[src/rtl/serial_sub_ctrl.sv]
// Bit-serial unsigned subtractor: diff = a - b, one bit per cycle, LSB first.
// Latency: done pulses WIDTH+1 cycles after the accepting edge; one op per WIDTH+1 cycles.
// Backpressure: start is sampled only in IDLE/DONE; requests during RUN are dropped.
module serial_sub_ctrl #(
    parameter int WIDTH = 8
) (
    input  logic             clk,
    input  logic             rst_n,
    input  logic             start,
    input  logic [WIDTH-1:0] a,
    input  logic [WIDTH-1:0] b,
    output logic             busy,
    output logic             done,
    output logic [WIDTH-1:0] diff,
    output logic             borrow_out
);

    // One extra bit so the counter can reach WIDTH without wrapping.
    localparam int CW = $clog2(WIDTH) + 1;
    localparam logic [CW-1:0] CNT_LAST = CW'(WIDTH - 1);
    localparam logic [CW-1:0] CNT_ONE  = CW'(1);

    typedef enum logic [1:0] {
        S_IDLE = 2'd0,
        S_RUN  = 2'd1,
        S_DONE = 2'd2
    } state_t;

    state_t          state_q;
    logic [WIDTH-1:0] sa_q, sb_q, res_q, diff_q;
    logic [CW-1:0]   cnt_q;
    logic            bor_q, busy_q, done_q, bo_q;

    logic [WIDTH-1:0] sa_d, sb_d, res_d;
    logic             d1, b1, d, b2, bout, last;

    // Full-subtractor cell (two half-subtractors + OR) and the shifted register values.
    always_comb begin
        d1    = sa_q[0] ^ sb_q[0];
        b1    = ~sa_q[0] & sb_q[0];
        d     = d1 ^ bor_q;
        b2    = ~d1 & bor_q;
        bout  = b1 | b2;
        sa_d  = sa_q >> 1;
        sb_d  = sb_q >> 1;
        res_d = res_q >> 1;
        res_d[WIDTH-1] = d;
        last  = (cnt_q == CNT_LAST);
    end

    // Control FSM with datapath registers and registered outputs.
    always_ff @(posedge clk or negedge rst_n) begin
        if (!rst_n) begin
            state_q <= S_IDLE;
            sa_q    <= '0;
            sb_q    <= '0;
            res_q   <= '0;
            cnt_q   <= '0;
            bor_q   <= 1'b0;
            busy_q  <= 1'b0;
            done_q  <= 1'b0;
            diff_q  <= '0;
            bo_q    <= 1'b0;
        end else begin
            case (state_q)
                S_IDLE, S_DONE: begin
                    done_q <= 1'b0;
                    if (start) begin
                        state_q <= S_RUN;
                        busy_q  <= 1'b1;
                        sa_q    <= a;
                        sb_q    <= b;
                        res_q   <= '0;
                        cnt_q   <= '0;
                        bor_q   <= 1'b0;
                    end else begin
                        state_q <= S_IDLE;
                        busy_q  <= 1'b0;
                    end
                end
                S_RUN: begin
                    sa_q  <= sa_d;
                    sb_q  <= sb_d;
                    res_q <= res_d;
                    bor_q <= bout;
                    cnt_q <= cnt_q + CNT_ONE;
                    if (last) begin
                        // Result is published only here so it stays stable across later runs.
                        state_q <= S_DONE;
                        done_q  <= 1'b1;
                        diff_q  <= res_d;
                        bo_q    <= bout;
                    end
                end
                default: begin
                    state_q <= S_IDLE;
                    busy_q  <= 1'b0;
                    done_q  <= 1'b0;
                end
            endcase
        end
    end

    assign busy       = busy_q;
    assign done       = done_q;
    assign diff       = diff_q;
    assign borrow_out = bo_q;

endmodule

[config.mk]
export PLATFORM = sky130hd
export DESIGN_NAME = serial_sub_ctrl
export DESIGN_NICKNAME = d
export VERILOG_FILES = /design/src/rtl/serial_sub_ctrl.sv
export SDC_FILE = /design/constraint.sdc
export NUM_CORES = 1
export LEC_CHECK = 0
export ABC_AREA = 1
export CAP_MARGIN = 10
export CORE_MARGIN = 2
export CORE_UTILIZATION = 45
export DETAILED_ROUTE_END_ITERATION = 7
export PLACE_DENSITY = 0.77
export SLEW_MARGIN = 20
export SYNTH_ARGS = -nofsm -noshare
export SYNTH_HDL_FRONTEND = slang
export SYNTH_SLANG_ARGS = --single-unit
[constraint.sdc]
create_clock -name clk -period 2.5 [get_ports clk]
set_input_delay 0.25 -clock clk [delete_from_list [all_inputs] [get_ports clk]]
set_output_delay 0.25 -clock clk [all_outputs]
set_load 0.02 [all_outputs]
## Word-level counts from Yosys, hierarchy flattened

Cells that the tools add are included.

- Logic and storage cells: 45
- Flip-flop bits (word level): 42

- Reduce and logical (&&, ||, !) cells: 5
- Mux-type cells: 17
- Bitwise logic cells: 7
- Equality and inequality tests: 5
- $add $sub $neg: 1

Operator list:

| operator | number |
|---|---|
| $pmux 8 s2 | 3 |
| $mux 8 | 3 |
| $pmux 4 s2 | 1 |
| $mux 1 | 5 |
| $add 4x1->4 const B | 1 |
| $eq 4x3->1 const B | 1 |
| $mux 4 | 1 |
| $ne 2x2->1 const B | 2 |
| $pmux 1 s2 | 2 |
| $pmux 2 s2 | 1 |
| $reduce_and 2->1 | 2 |
| $and 1x1->1 | 2 |
| $eq 2x1->1 const B | 1 |
| $eq 2x2->1 const B | 1 |
| $logic_not 2->1 | 1 |
| $mux 2 | 1 |
| $not 1->1 | 2 |
| $reduce_bool 2->1 | 1 |
| $reduce_or 2->1 | 1 |
| $xor 1x1->1 | 2 |
| $or 1x1->1 | 1 |

## Logic depth before layout (Yosys ltp)

Gate-level depths: netlist of the first run.

- Depth after elaboration: 5
- Depth in mapped cells: 7

## Worst setup path after synthesis of the first run

No wires, ideal clock.

- Path kind: flip-flop to flip-flop
- From: register state_q[1]
- To: register sa_q[0]
- Stages on the path, launching flop included: 8
- Arrival time: 1002 ps
- Slack: 1382 ps
- Cells stage by stage: dfrtp_1 > inv_1 > nand2_2 > nand2_4 > inv_4 > buf_6 > nand2_1 > nand2_1

- Word-level cells in the longest chain between the ends: 4

RTL lines:

| what | RTL line | RTL |
|---|---|---|
| start: declaration | 29 | `state_t state_q;` |
| start signal: assignment | 54 | `state_q <= S_IDLE;` |
| start signal: assignment | 69 | `state_q <= S_RUN;` |
| start signal: assignment | 77 | `state_q <= S_IDLE;` |
| $eq 2x2->1 or $logic_not 2->1 (tied branches) | 65 | `case (state_q)` |
| $reduce_or 2->1 | 65 |  |
| $ne 2x2->1 (no line) or $reduce_bool 2->1 (tied branches) | n/a |  |
| $reduce_and 2->1 (no line) | n/a |  |
| end signal: assignment | 55 | `sa_q <= '0;` |
| end signal: assignment | 71 | `sa_q <= a;` |
| end signal: assignment | 82 | `sa_q <= sa_d;` |
| end: declaration | 30 | `logic [WIDTH-1:0] sa_q, sb_q, res_q, diff_q;` |

Parallel ways exist; a longest one is shown, timed or not.
A chain may end at the register's enable or synchronous reset.

==> results of run 1 <==
==> per-stage QoR <==
step	hold slack, ns	area [um^2]	instances	worst slack, ns
2_1_floorplan	-0.0456	1770	220	1.38
3_3_place_gp	0.417	2090	293	0.828
3_5_place_dp	0.422	2090	293	0.796
4_1_cts	0.0998	2180	301	0.935
5_1_grt	0.138	2180	301	0.881
6_report	0.0763	2180	301	0.958
==> where the power goes <==
part / switching [mW] / internal, mW
registers: 0.158 / 0.938
logic: 0.672 / 0.453
clock network: 0.217 / 0.220
==> path summary, 6_finish.rpt <==
path                             from  endpoint  slack (ns)  cells past startpoint
setup / recovery           state_q[1]      done        0.96                      1
hold / removal                  rst_n   diff[3]        0.08                      1
setup reg to reg           state_q[0]   sb_q[5]        1.18                      5
hold reg to reg              res_q[3]   diff[2]        0.47                      2
max in group asynchronous       rst_n  cnt_q[3]        1.88                      1
min in group clk             res_q[3]   diff[2]        0.47                      2
==> layer usage <==
| layer | GRT usage | vias to the layer above |
|---|---|---|
| met3 | 0.0574 | 6 |
| met4 | 0.0689 | 0 |
| met2 | 0.293 | 31 |
| li1 | - | 711 |
| met1 | 0.197 | 607 |
| met5 | 0 | - |
==> worst reg2reg max path: cells and delay by family (launching register included) <==
family        cells  cell delay [ns]
simple gates      4             0.81
flops             1             0.43
buf+inv           1             0.04
==> state kept, by name (all words and copies together) (netlist names) <==
signal and cells:
busy 1, bor_q 1, state_q 2, sb_q 8, borrow_out 1, diff 8
res_q 7, sa_q 8, cnt_q 4
==> kinds of logic after synthesis <==
group | after synthesis | share of synthesized area
flip-flops | 40 | 0.565
buffers and inverters | 38 | 0.0939
AO/OA/AOI/OAI | 11 | 0.0360
AND/OR/NAND/NOR | 129 | 0.287
adder cells (fa/ha/maj) | 2 | 0.0183
==> layout make-up <==
| cell class | count | share of cell area |
|---|---|---|
| flip-flops and latches | 40 | 0.460 |
| multi-input cells | 142 | 0.278 |
| repair buffers | 30 | 0.134 |
| inverters | 33 | 0.0580 |
| clock buffers | 6 | 0.0379 |
| well taps | 48 | 0.0276 |
| clock inverters | 2 | 0.00460 |
==> layout by cell type, fill, tap and decap left out, drive strengths merged <==
cell and count:
a21oi 1, buf 2, clkbuf 6, clkdlybuf4s50 28, clkinv 2, dfrtp 40, fa 1, ha 1
inv 33, nand2 119, nand3 4, nor2 6, o21ai 3, o22ai 7
==> results.sh, run 1 <==
export IMPL_wire_per_inst_um=10.2
export IMPL_slew_violations=0
export IMPL_ys_types=18
export IMPL_gp_congestion=0.735
export IMPL_via_count=1355
export IMPL_htree_num_levels=2
export IMPL_clk_latency_ns=0.29
export IMPL_multi_input_area_um2=606
export IMPL_synth_area_mm2=0.00177
export IMPL_ios=30
export IMPL_synth_common_cells="nand2_1 (115), dfrtp_1 (40), inv_1 (31), o22ai_1 (7)"
export IMPL_outcome="finished, final reports clean"
export IMPL_grt_max_degree=41
export IMPL_synthFlopType="dfrtp_1"
export IMPL_avgViaCountPerCell=4.50
export IMPL_rows=22
export IMPL_nFillCells=358
export IMPL_cp_arrival_ns=1.29
export IMPL_grt_pass1_wl_mm=5.63
export IMPL_dr_first_iter_drc_count=81
export IMPL_grt_setup_unrepaired="no"
export IMPL_crit_chain="clkdlybuf4s50_1"
export IMPL_cts_tree="yes"
export IMPL_start_util=0.477
export IMPL_detailed_place_hpwl_mm=2.08
export IMPL_met3_length_um=152
export IMPL_p_leak_nw=1.18
export IMPL_post_cts_buffers=0
export IMPL_p_per_area_mw_per_mm2=1220
export IMPL_finalHoldViolations=0
export IMPL_yosysWarningCount=0
export IMPL_start_kind="register"
export IMPL_antenna_found_initial=0
export IMPL_cts_buffers=5
export IMPL_fin_crit_ns=1.54
export IMPL_cp_required_ns=2.25
export IMPL_cts_reportedPaths_clkPinSlew_ns=0.07
export IMPL_port_buffers=29
export IMPL_die_area_mm2=0.00446
export IMPL_skew_ns=0.00369
export IMPL_clockBufferDepth=2
export IMPL_synth_area_leaders="dfrtp_1 (56%), nand2_1 (24%), inv_1 (6.6%)"
export IMPL_gr_total_overflow=0
export IMPL_slowest_stage="clkdlybuf4s50_1"
export IMPL_crit_family="buffers and inverters"
export IMPL_tightest_slew_ns=0.881
export IMPL_grt_usage=0.171
export IMPL_async_flop_share=1.00
export IMPL_utilization=0.586
export IMPL_synthCells=220
export IMPL_drc=0
export IMPL_n_antenna_cell=0
export IMPL_synth_edf_count=0
export IMPL_synth_top_area_frac=0.565
export IMPL_cts_hold_buf=0
export IMPL_cts_sinks=40
export IMPL_ff_latch_area_mm2=0.00100
export IMPL_grt_pass1_vias=1310
export IMPL_crit_path_max_fanout=3
export IMPL_coreArea_mm2=0.00372
export IMPL_yosys_cell_count_top_type="nand2_1"
export IMPL_chipWidth_um=66.8
export IMPL_met1_length_mm=1.46
export IMPL_yosysTopAreaCell="dfrtp_1"
export IMPL_hold_class="input port to async pin"
export IMPL_drive_above_1_share=0.0711
export IMPL_peakVddDrop_mv=0.583
export IMPL_avgSynthCellArea_um2=8.06
export IMPL_setup_viol=0
export IMPL_crit_type="register to output pin"
export IMPL_synth_fp_nets=241
export IMPL_post_cts_resize_count=0
export IMPL_finalPower_mw=2.66
export IMPL_postRouteAntennaNets=0
export IMPL_max_stage_delay_ns=0.62
export IMPL_fin_nets=273
export IMPL_wl_met2_mm=1.40
export IMPL_highest_layer="met4"
export IMPL_syn_to_final_growth_pct=22.9
export IMPL_first_pass_iters=4
export IMPL_ys_ff_latch=40
export IMPL_max_cap_viol_count=0
export IMPL_fp_dieH_um=66.8
export IMPL_worst_path_buf_inv=1
export IMPL_slew_headroom=0.413
export IMPL_critPathCaptureType="output pin"
export IMPL_fin_tns_setup_ns=0
export IMPL_clock_root_buffer="clkbuf_8"
export IMPL_fmax_mhz=649
export IMPL_ys_seq_area_frac=0.565
export IMPL_wl_mm=3.08
export IMPL_period_share=0.617
Power figures use the tool's default switching activity.
==> run 2, diff against run 1 <==
==> constraint.sdc (replaced) <==
create_clock -name clk -period 1.5 [get_ports clk]
set_input_delay 0.15 -clock clk [delete_from_list [all_inputs] [get_ports clk]]
set_output_delay 0.15 -clock clk [all_outputs]
set_load 0.02 [all_outputs]
==> run 2 against run 1 <==
Combinational power grew 75%. Cell area grew 3.2%. Critical path type unchanged. Global-route usage is essentially flat. Via count grew 0.22%. Critical path depth is the same.
==> results.sh, run 2 (synthesis gave the netlist of run 1 again) <==
export IMPL_postRouteAntennaNets=0
export IMPL_p_leak_nw=1.20
export IMPL_detailed_place_hpwl_mm=2.21
export IMPL_crit_chain="clkdlybuf4s50_1"
export IMPL_grt_met1_usage=0.203
export IMPL_switchingPower_mw=1.80
export IMPL_rows=22
export IMPL_start_util=0.477
export IMPL_grt_util_met3=0.0557
export IMPL_grt_setup_unrepaired="no"
export IMPL_slowest_stage="clkdlybuf4s50_1"
export IMPL_cp_required_ns=1.35
export IMPL_slew_violations=0
export IMPL_cts_tree="yes"
export IMPL_hold_class="input port to register"
export IMPL_grt_usage=0.171
export IMPL_crit_family="buffers and inverters"
export IMPL_cts_reportedPaths_clkPinSlew_ns=0.08
export IMPL_layout_common_cells="nand2_1 (115), dfrtp_1 (40), inv_1 (31)"
export IMPL_ios=30
export IMPL_via_count=1358
export IMPL_hold_depth=3
export IMPL_syn_to_final_growth_pct=26.7
export IMPL_p_per_area_mw_per_mm2=2080
export IMPL_slew_headroom=0.679
export IMPL_max_cap_viol_count=0
export IMPL_htree_num_levels=2
export IMPL_n_antenna_cell=0
export IMPL_drive_above_1_share=0.0781
export IMPL_placedCellCount=295
export IMPL_internal_power_mw=2.88
export IMPL_worstSetupStartpoint="state_q[1]"
export IMPL_critPathCapture="done"
export IMPL_die_area_mm2=0.00446
export IMPL_cts_buffers=5
export IMPL_fmax_mhz=694
export IMPL_outcome="finished, final reports clean"
export IMPL_clkPwrFrac=0.184
export IMPL_grt_busiest_layer="met2"
export IMPL_chipWidth_um=66.8
export IMPL_gp_congestion=0.752
export IMPL_grt_max_degree=41
export IMPL_cp_depth=1
export IMPL_start_kind="register"
export IMPL_gr_total_overflow=0
export IMPL_rr_startpoint="state_q[1]"
export IMPL_peakVddDrop_mv=0.922
export IMPL_clockBufferDepth=2
export IMPL_fin_nets=276
export IMPL_grt_pass1_vias=1293
export IMPL_period_share=0.960
export IMPL_instances_no_fill=304
export IMPL_first_pass_iters=4
export IMPL_max_stage_delay_ns=0.62
export IMPL_worst_path_buf_inv=1
export IMPL_crit_path_max_fanout=3
export IMPL_grt_pass1_wl_mm=5.58
export IMPL_use_met2=0.294
export IMPL_final_common_cell="nand2_1"
export IMPL_setup_ws_ns=0.0598
export IMPL_reg2regPathDepth=5
export IMPL_fin_tns_setup_ns=0
export IMPL_wl_mm=3.15
export IMPL_critPathCaptureType="output pin"
export IMPL_place_ws_ns=0.218
export IMPL_tightest_slew_ns=0.481
export IMPL_fp_dieH_um=66.8
export IMPL_antenna_found_initial=0
export IMPL_finalHoldViolations=0
export IMPL_dr_first_iter_drc_count=80
export IMPL_crit_type="register to output pin"
export IMPL_combPwrFrac=0.423
export IMPL_drc=0
export IMPL_sw_frac_of_total=0.385
export IMPL_wire_per_inst_um=10.3
export IMPL_regToRegSetupSlack_ns=0.25
export IMPL_coreArea_mm2=0.00372
export IMPL_skew_ns=0.00941
export IMPL_nFillCells=346
export IMPL_clk_latency_ns=0.29
export IMPL_post_cts_resize_count=0
export IMPL_avgViaCountPerCell=4.47
export IMPL_setup_viol=0
export IMPL_cp_arrival_ns=1.29
export IMPL_fin_crit_ns=1.44
export IMPL_cts_sinks=40
export IMPL_port_buffers=29
export IMPL_p_seq_frac=0.392
export IMPL_post_cts_buffers=0
export IMPL_worstReg2RegEnd="diff[0]"
export IMPL_clock_root_buffer="clkbuf_8"
export IMPL_whs_ns=0.386
[run 2: per-stage QoR]
stage,instance area (um^2),util,total power [mW]
2_1_floorplan,1770,-,3.19
3_3_place_gp,2130,0.572,3.76
3_5_place_dp,2130,0.572,3.87
4_1_cts,2250,0.605,4.74
5_1_grt,2250,0.605,5.13
6_report,2250,0.605,4.68
[run 2: metal layers]
metal  part of all wire  up-vias
met3              0.044        5
met4              0.015        0
met5                  0        -
met1               0.46      602
li1                   -      720
met2               0.48       31
[run 2: cell type report]
| class | count | area (um^2) | area share |
|---|---|---|---|
| sequential | 40 | 1000 | 0.445 |
| multi-input combinational | 142 | 606 | 0.269 |
| timing repair buffer | 33 | 343 | 0.153 |
| inverter | 33 | 126 | 0.0562 |
| clock buffer | 5 | 68.8 | 0.0306 |
| tap | 48 | 60.1 | 0.0267 |
| clock inverter | 3 | 42.5 | 0.0189 |
[run 2: worst min-delay path, delay by kind of cell]
kind / cells / cell delay [ns]
buffers and inverters: 1 / 0.39
and+or+nand+nor: 2 / 0.10
[run 2: how the worst min path moves through the flow]
stage / start / slack (ns) / endpoint
after detailed placement: rst_n / 0.23 / state_q[1]
after global placement: rst_n / 0.23 / diff[0]
final: a[7] / 0.39 / sa_q[7]
after CTS: a[7] / 0.38 / sa_q[7]
after floorplan: rst_n / -0.15 / bor_q
after global routing: a[7] / 0.41 / sa_q[7]
[run 2: power by group through the flow]
stage | combinational, mW | sequential (mW) | clock [mW]
floorplan | 1.23 | 1.96 | 0
finish | 1.98 | 1.84 | 0.863
global route | 2.29 | 1.89 | 0.940
global placement | 1.93 | 1.83 | 0
detailed placement | 2.01 | 1.86 | 0
CTS | 2.02 | 1.84 | 0.878
[run 2: timing repair]
action / CTS / global route
hold endpoints to repair: 40 / 0
endpoints found under the setup margin: 0 / 0
hold buffers: 1 / 0
